--- src/rtl/block_stream_gen.sv ---
// Transmit side of the block-keyword stream: turns BEGIN/END/WORD/CLOSE_ALL commands
// into space-delimited ASCII tokens, one byte per accepted beat, never unbalanced.
module block_stream_gen #(
  parameter int DEPTH_W = 8,
  parameter bit UPPER   = 1'b0
) (
  input  logic               clk,
  input  logic               reset,
  input  logic               cmd_valid,
  output logic               cmd_ready,
  input  logic [1:0]         cmd,
  input  logic [7:0]         cmd_char,
  output logic [7:0]         out,
  output logic               out_valid,
  input  logic               out_ready,
  output logic [DEPTH_W-1:0] depth,
  output logic               err
);

  localparam logic [1:0] CMD_BEGIN = 2'b00;
  localparam logic [1:0] CMD_END   = 2'b01;
  localparam logic [1:0] CMD_WORD  = 2'b10;

  localparam logic [DEPTH_W-1:0] DEPTH_MAX  = {DEPTH_W{1'b1}};
  localparam logic [DEPTH_W-1:0] DEPTH_ZERO = {DEPTH_W{1'b0}};
  localparam logic [DEPTH_W-1:0] DEPTH_ONE  = {{(DEPTH_W-1){1'b0}}, 1'b1};

  typedef enum logic [1:0] {IDLE = 2'd0, EMIT = 2'd1, CLOSE = 2'd2} state_t;

  state_t     state;
  logic [1:0] tok;
  logic [7:0] tok_char;
  logic [2:0] idx;
  logic       start_s;
  logic       reject_s;
  logic       close_s;

  function automatic logic [7:0] kw(input logic [7:0] lc);
    return UPPER ? (lc - 8'h20) : lc;
  endfunction

  // Byte 0 and the final byte of every token are spaces.
  function automatic logic [7:0] tok_byte(input logic [1:0] t, input logic [2:0] i,
                                          input logic [7:0] ch);
    logic [7:0] b;
    b = 8'h20;
    case (t)
      CMD_BEGIN: case (i)
        3'd1:    b = kw(8'h62);
        3'd2:    b = kw(8'h65);
        3'd3:    b = kw(8'h67);
        3'd4:    b = kw(8'h69);
        3'd5:    b = kw(8'h6E);
        default: b = 8'h20;
      endcase
      CMD_END: case (i)
        3'd1:    b = kw(8'h65);
        3'd2:    b = kw(8'h6E);
        3'd3:    b = kw(8'h64);
        default: b = 8'h20;
      endcase
      CMD_WORD: b = (i == 3'd1) ? ch : 8'h20;
      default:  b = 8'h20;
    endcase
    return b;
  endfunction

  function automatic logic [2:0] last_idx(input logic [1:0] t);
    case (t)
      CMD_BEGIN: return 3'd6;
      CMD_END:   return 3'd4;
      default:   return 3'd2;
    endcase
  endfunction

  // Classify an accepted command: emit a token, start closing, or reject.
  always_comb begin
    start_s  = 1'b0;
    reject_s = 1'b0;
    close_s  = 1'b0;
    if (cmd_valid && cmd_ready) begin
      case (cmd)
        CMD_BEGIN: if (depth == DEPTH_MAX) reject_s = 1'b1; else start_s = 1'b1;
        CMD_END:   if (depth == DEPTH_ZERO) reject_s = 1'b1; else start_s = 1'b1;
        CMD_WORD:  if (cmd_char == 8'h20) reject_s = 1'b1; else start_s = 1'b1;
        default:   if (depth != DEPTH_ZERO) close_s = 1'b1; else close_s = 1'b0;
      endcase
    end else begin
      start_s = 1'b0;
    end
  end

  // Command FSM and byte serialiser; all outputs registered.
  always_ff @(posedge clk or negedge reset) begin
    if (!reset) begin
      state     <= IDLE;
      tok       <= CMD_BEGIN;
      tok_char  <= 8'h20;
      idx       <= 3'd0;
      out       <= 8'h20;
      out_valid <= 1'b0;
      cmd_ready <= 1'b1;
      depth     <= DEPTH_ZERO;
      err       <= 1'b0;
    end else begin
      err <= reject_s;
      case (state)
        IDLE: begin
          if (start_s || close_s) begin
            tok       <= close_s ? CMD_END : cmd;
            tok_char  <= cmd_char;
            idx       <= 3'd0;
            out       <= 8'h20;
            out_valid <= 1'b1;
            cmd_ready <= 1'b0;
            state     <= close_s ? CLOSE : EMIT;
            if (start_s && cmd == CMD_BEGIN) depth <= depth + DEPTH_ONE;
            else if (start_s && cmd == CMD_END) depth <= depth - DEPTH_ONE;
          end
        end
        EMIT, CLOSE: begin
          if (out_ready) begin
            if (idx == last_idx(tok)) begin
              idx <= 3'd0;
              if (state == CLOSE) depth <= depth - DEPTH_ONE;
              // While closing, the next " end " begins right away with its leading space.
              if (state == CLOSE && depth != DEPTH_ONE) begin
                out <= 8'h20;
              end else begin
                state     <= IDLE;
                out_valid <= 1'b0;
                out       <= 8'h20;
                cmd_ready <= 1'b1;
              end
            end else begin
              idx <= idx + 3'd1;
              out <= tok_byte(tok, idx + 3'd1, tok_char);
            end
          end
        end
        default: begin
          state     <= IDLE;
          out_valid <= 1'b0;
          out       <= 8'h20;
          cmd_ready <= 1'b1;
        end
      endcase
    end
  end

endmodule
--- config.mk ---
export PLATFORM = sky130hd
export DESIGN_NAME = block_stream_gen
export DESIGN_NICKNAME = d
export VERILOG_FILES = /design/src/rtl/block_stream_gen.sv
export SDC_FILE = /design/constraint.sdc
export NUM_CORES = 1
export LEC_CHECK = 0
export ABC_CLOCK_PERIOD_IN_PS = 4000
export CAP_MARGIN = 20
export CORE_UTILIZATION = 45
export CTS_CLUSTER_DIAMETER = 120
export DETAILED_ROUTE_END_ITERATION = 16
export PLACE_DENSITY = 0.68
export SYNTH_ARGS = -nofsm -noshare
export SYNTH_HDL_FRONTEND = slang
export SYNTH_SLANG_ARGS = --single-unit
--- constraint.sdc ---
create_clock -name clk -period 4 [get_ports clk]
set_input_delay 1.2 -clock clk [delete_from_list [all_inputs] [get_ports clk]]
set_output_delay 1.2 -clock clk [all_outputs]
set_load 0.1 [all_outputs]
==> flow_metrics.py <==
metrics = {
    "clocking": {
        "clkTransAtPathRegs_ps": 70,
        "cts_tree": "done",
        "cts_made_buffers": 5,
        "post-cts-setup-buffers": 0,
        "ctsHoldBuffers": 0,
        "clock_latency_ps": 290,
        "cts_max_level": 2,
        "clock_sinks": 34,
        "clockBufferDepth": 2,
        "ctsResizeCount": 0,
        "cts-root-buf": "clkbuf_8",
    },
    "routing": {
        "route.detailed.drc": 0,
        "wl_per_cell_um": 15.02,
        "wirelength_mm": 4.597,
        "via_per_inst": 5.693,
        "first_pass_iters": 4,
        "drtIter0Drc": 100,
        "antenna_left": 0,
        "num_vias": 1742,
    },
    "floorplanning": {
        "fp.dieH_um": 71.62,
        "die-area_mm2": 0.005129,
        "initial_core_util": 0.4842,
        "io_pins": 33,
        "core_mm2": 0.004504,
        "rows": 24,
        "die_x_um": 71.62,
    },
    "synth": {
        "synth_area_leaders": "dfrtp_1, ha_1, mux2_2, nand2_1, dfstp_2",
        "synthFlopType": "dfrtp_1",
        "ys_warn_count": 0,
        "synthArstFlopShare": 1.000,
        "syn-mean-instance-area_um2": 9.780,
        "synth_seq_cells": 34,
        "ys_seq_area_frac": 0.3919,
        "synth_cell_type_count": 55,
        "synth-edff-count": 0,
        "synth_fp_nets": 249,
        "synth.top_cell.area_share": 0.3557,
        "syn_area_mm2": 0.002181,
        "netlist_instances": 223,
        "yosysTopAreaCell": "dfrtp_1",
    },
    "finish": {
        "layout-drive-gt1-share": 0.1811,
        "syn2layout_area_growth_pct": 18.07,
        "antenna_cells": 0,
        "final_nets": 279,
    },
    "sta": {
        "min_period_ps": 3156,
        "worst_pin_slew_ps": 974.1,
        "setup_tns_ps": 0,
        "drv_slew": 0,
        "worst_slew_margin_rel": 0.3485,
        "period_share": 0.7890,
        "skew_ps": 5.449,
        "max_freq_mhz": 316.8,
        "setup-violations-final": 0,
        "hold_viol_final": 0,
        "rsz0062_at_grt": "no",
    },
    "grt": {
        "grt_use_total": 0.1960,
        "grt_max_degree": 35,
        "grt_overflow": 0,
        "first_global_vias": 1638,
        "grt_pass1_wl_mm": 7.810,
        "antenna_found_initial": 0,
    },
    "critical_path": {
        "path_max_fanout": 20,
        "required_ps": 4180,
        "crit_arrival_ps": 3340,
        "endpoint_kind": "flip-flop",
        "crit_type": "input pin to flip-flop",
        "crit_path_start_kind": "input pin",
    },
    "outcome": {
        "status": "completed",
    },
    "job": {
        "cap_violations": 0,
    },
    "place": {
        "portBuffers": 32,
        "dp_hpwl_mm": 3.350,
        "gp_congestion": 0.8134,
    },
    "min_path": {
        "hold_path.class": "flip-flop to flip-flop",
    },
}
[layer usage]
metal,vias up,part of all wire,GRT usage
met4,0,0.011,0.06318
li1,863,-,-
met1,832,0.49,0.2750
met5,-,0,0
met2,41,0.46,0.3019
met3,6,0.042,0.04360
[cell families (layout without fill, tap and decap cells)]
kind of cell,after synthesis,count (layout),share of synthesized area
fa+ha+maj,12,12,0.06884
xor+xnor,8,8,0.03213
buf+inv,22,53,0.05393
mux,15,15,0.07975
simple gates,78,78,0.2043
compound gates,54,54,0.1693
flops,34,34,0.3919
[synth_stat cells (2+ instances only)]
| master | instances |
|---|---|
| dfrtp_1 | 31 |
| nand2_1 | 24 |
| a21oi_1 | 15 |
| o21ai_0 | 13 |
| ha_1 | 12 |
| inv_1 | 11 |
| mux2_2 | 11 |
| nor2_1 | 11 |
| nand3_1 | 9 |
| nor3_1 | 6 |
| o31ai_1 | 6 |
| xor2_1 | 5 |
| buf_2 | 4 |
| a21o_1 | 3 |
| clkbuf_1 | 3 |
| dfstp_2 | 3 |
| nand4b_1 | 3 |
| o21bai_1 | 3 |
| xnor2_1 | 3 |
| and3_1 | 2 |
| buf_6 | 2 |
| mux2_4 | 2 |
| mux2i_1 | 2 |
| nand4_1 | 2 |
| nor3b_1 | 2 |
| nor4_1 | 2 |
| nor4b_1 | 2 |
| nor4bb_1 | 2 |
| o22ai_1 | 2 |
| or3_1 | 2 |
[critical path, cell delays in order]
cell             delay [ps]
clkdlybuf4s50_1         420
nor4b_1                 470
a21o_1                  220
a41o_1                  570
nor2_1                  150
mux2_2                  300
[cell usage in the layout, fill, tap and decap left out, types with 5 or more instances in the layout]
cell type / count
a21oi_1: 15
buf_4: 12
clkbuf_8: 6
clkdlybuf4s50_1: 22
dfrtp_1: 31
ha_1: 12
inv_1: 11
mux2_2: 11
nand2_1: 24
nand3_1: 9
nor2_1: 11
nor3_1: 6
o21ai_0: 13
o31ai_1: 6
xor2_1: 5
[layout make-up]
class	count	area (um^2)
repair buffers	34	310.3
multi-input cells	167	1209
inverters	11	41.29
fillers	420	1929
clock inverters	2	12.51
well taps	52	65.06
flip-flops and latches	34	854.6
clock buffers	6	82.58
[per-stage QoR]
| step | hold slack, ps | area [um^2] | instances | utilization | setup slack [ps] |
|---|---|---|---|---|---|
| after detailed placement | 470.1 | 2480 | 298 | 0.5506 | 532.0 |
| after CTS | 486.9 | 2575 | 306 | 0.5717 | 831.0 |
| after global placement | 464.7 | 2480 | 298 | 0.5506 | 607.4 |
| after floorplan | 479.3 | 2181 | 223 | - | 1363 |
| after global routing | 511.7 | 2575 | 306 | 0.5717 | 682.1 |
| final | 480.2 | 2575 | 306 | 0.5717 | 843.8 |
[worst paths after layout]
check,startpoint,endpoint,slack [ps],cells after the start
max,cmd_char[4],idx[0]$_DFFE_PN0P_,840,6
min,out[3]$_DFFE_PN0P_,out[3]$_DFFE_PN0P_,480,2
max reg2reg,depth[1]$_DFFE_PN0P_,idx[0]$_DFFE_PN0P_,1510,7
min reg2reg,out[3]$_DFFE_PN0P_,out[3]$_DFFE_PN0P_,480,2
max in group asynchronous,reset,tok_char[5]$_DFFE_PN1P_,2340,2
min in group asynchronous,reset,out[1]$_DFFE_PN0P_,1320,2
[state kept, by name (all words and copies together), names as in the netlist]
register / count
out: 8
err: 1
out_valid: 1
cmd_ready: 1
tok_char: 8
idx: 3
depth: 8
state: 2
tok: 2
Power is not shown: default switching activity piles up to over one toggle a cycle in this logic, so the estimate is an artifact.
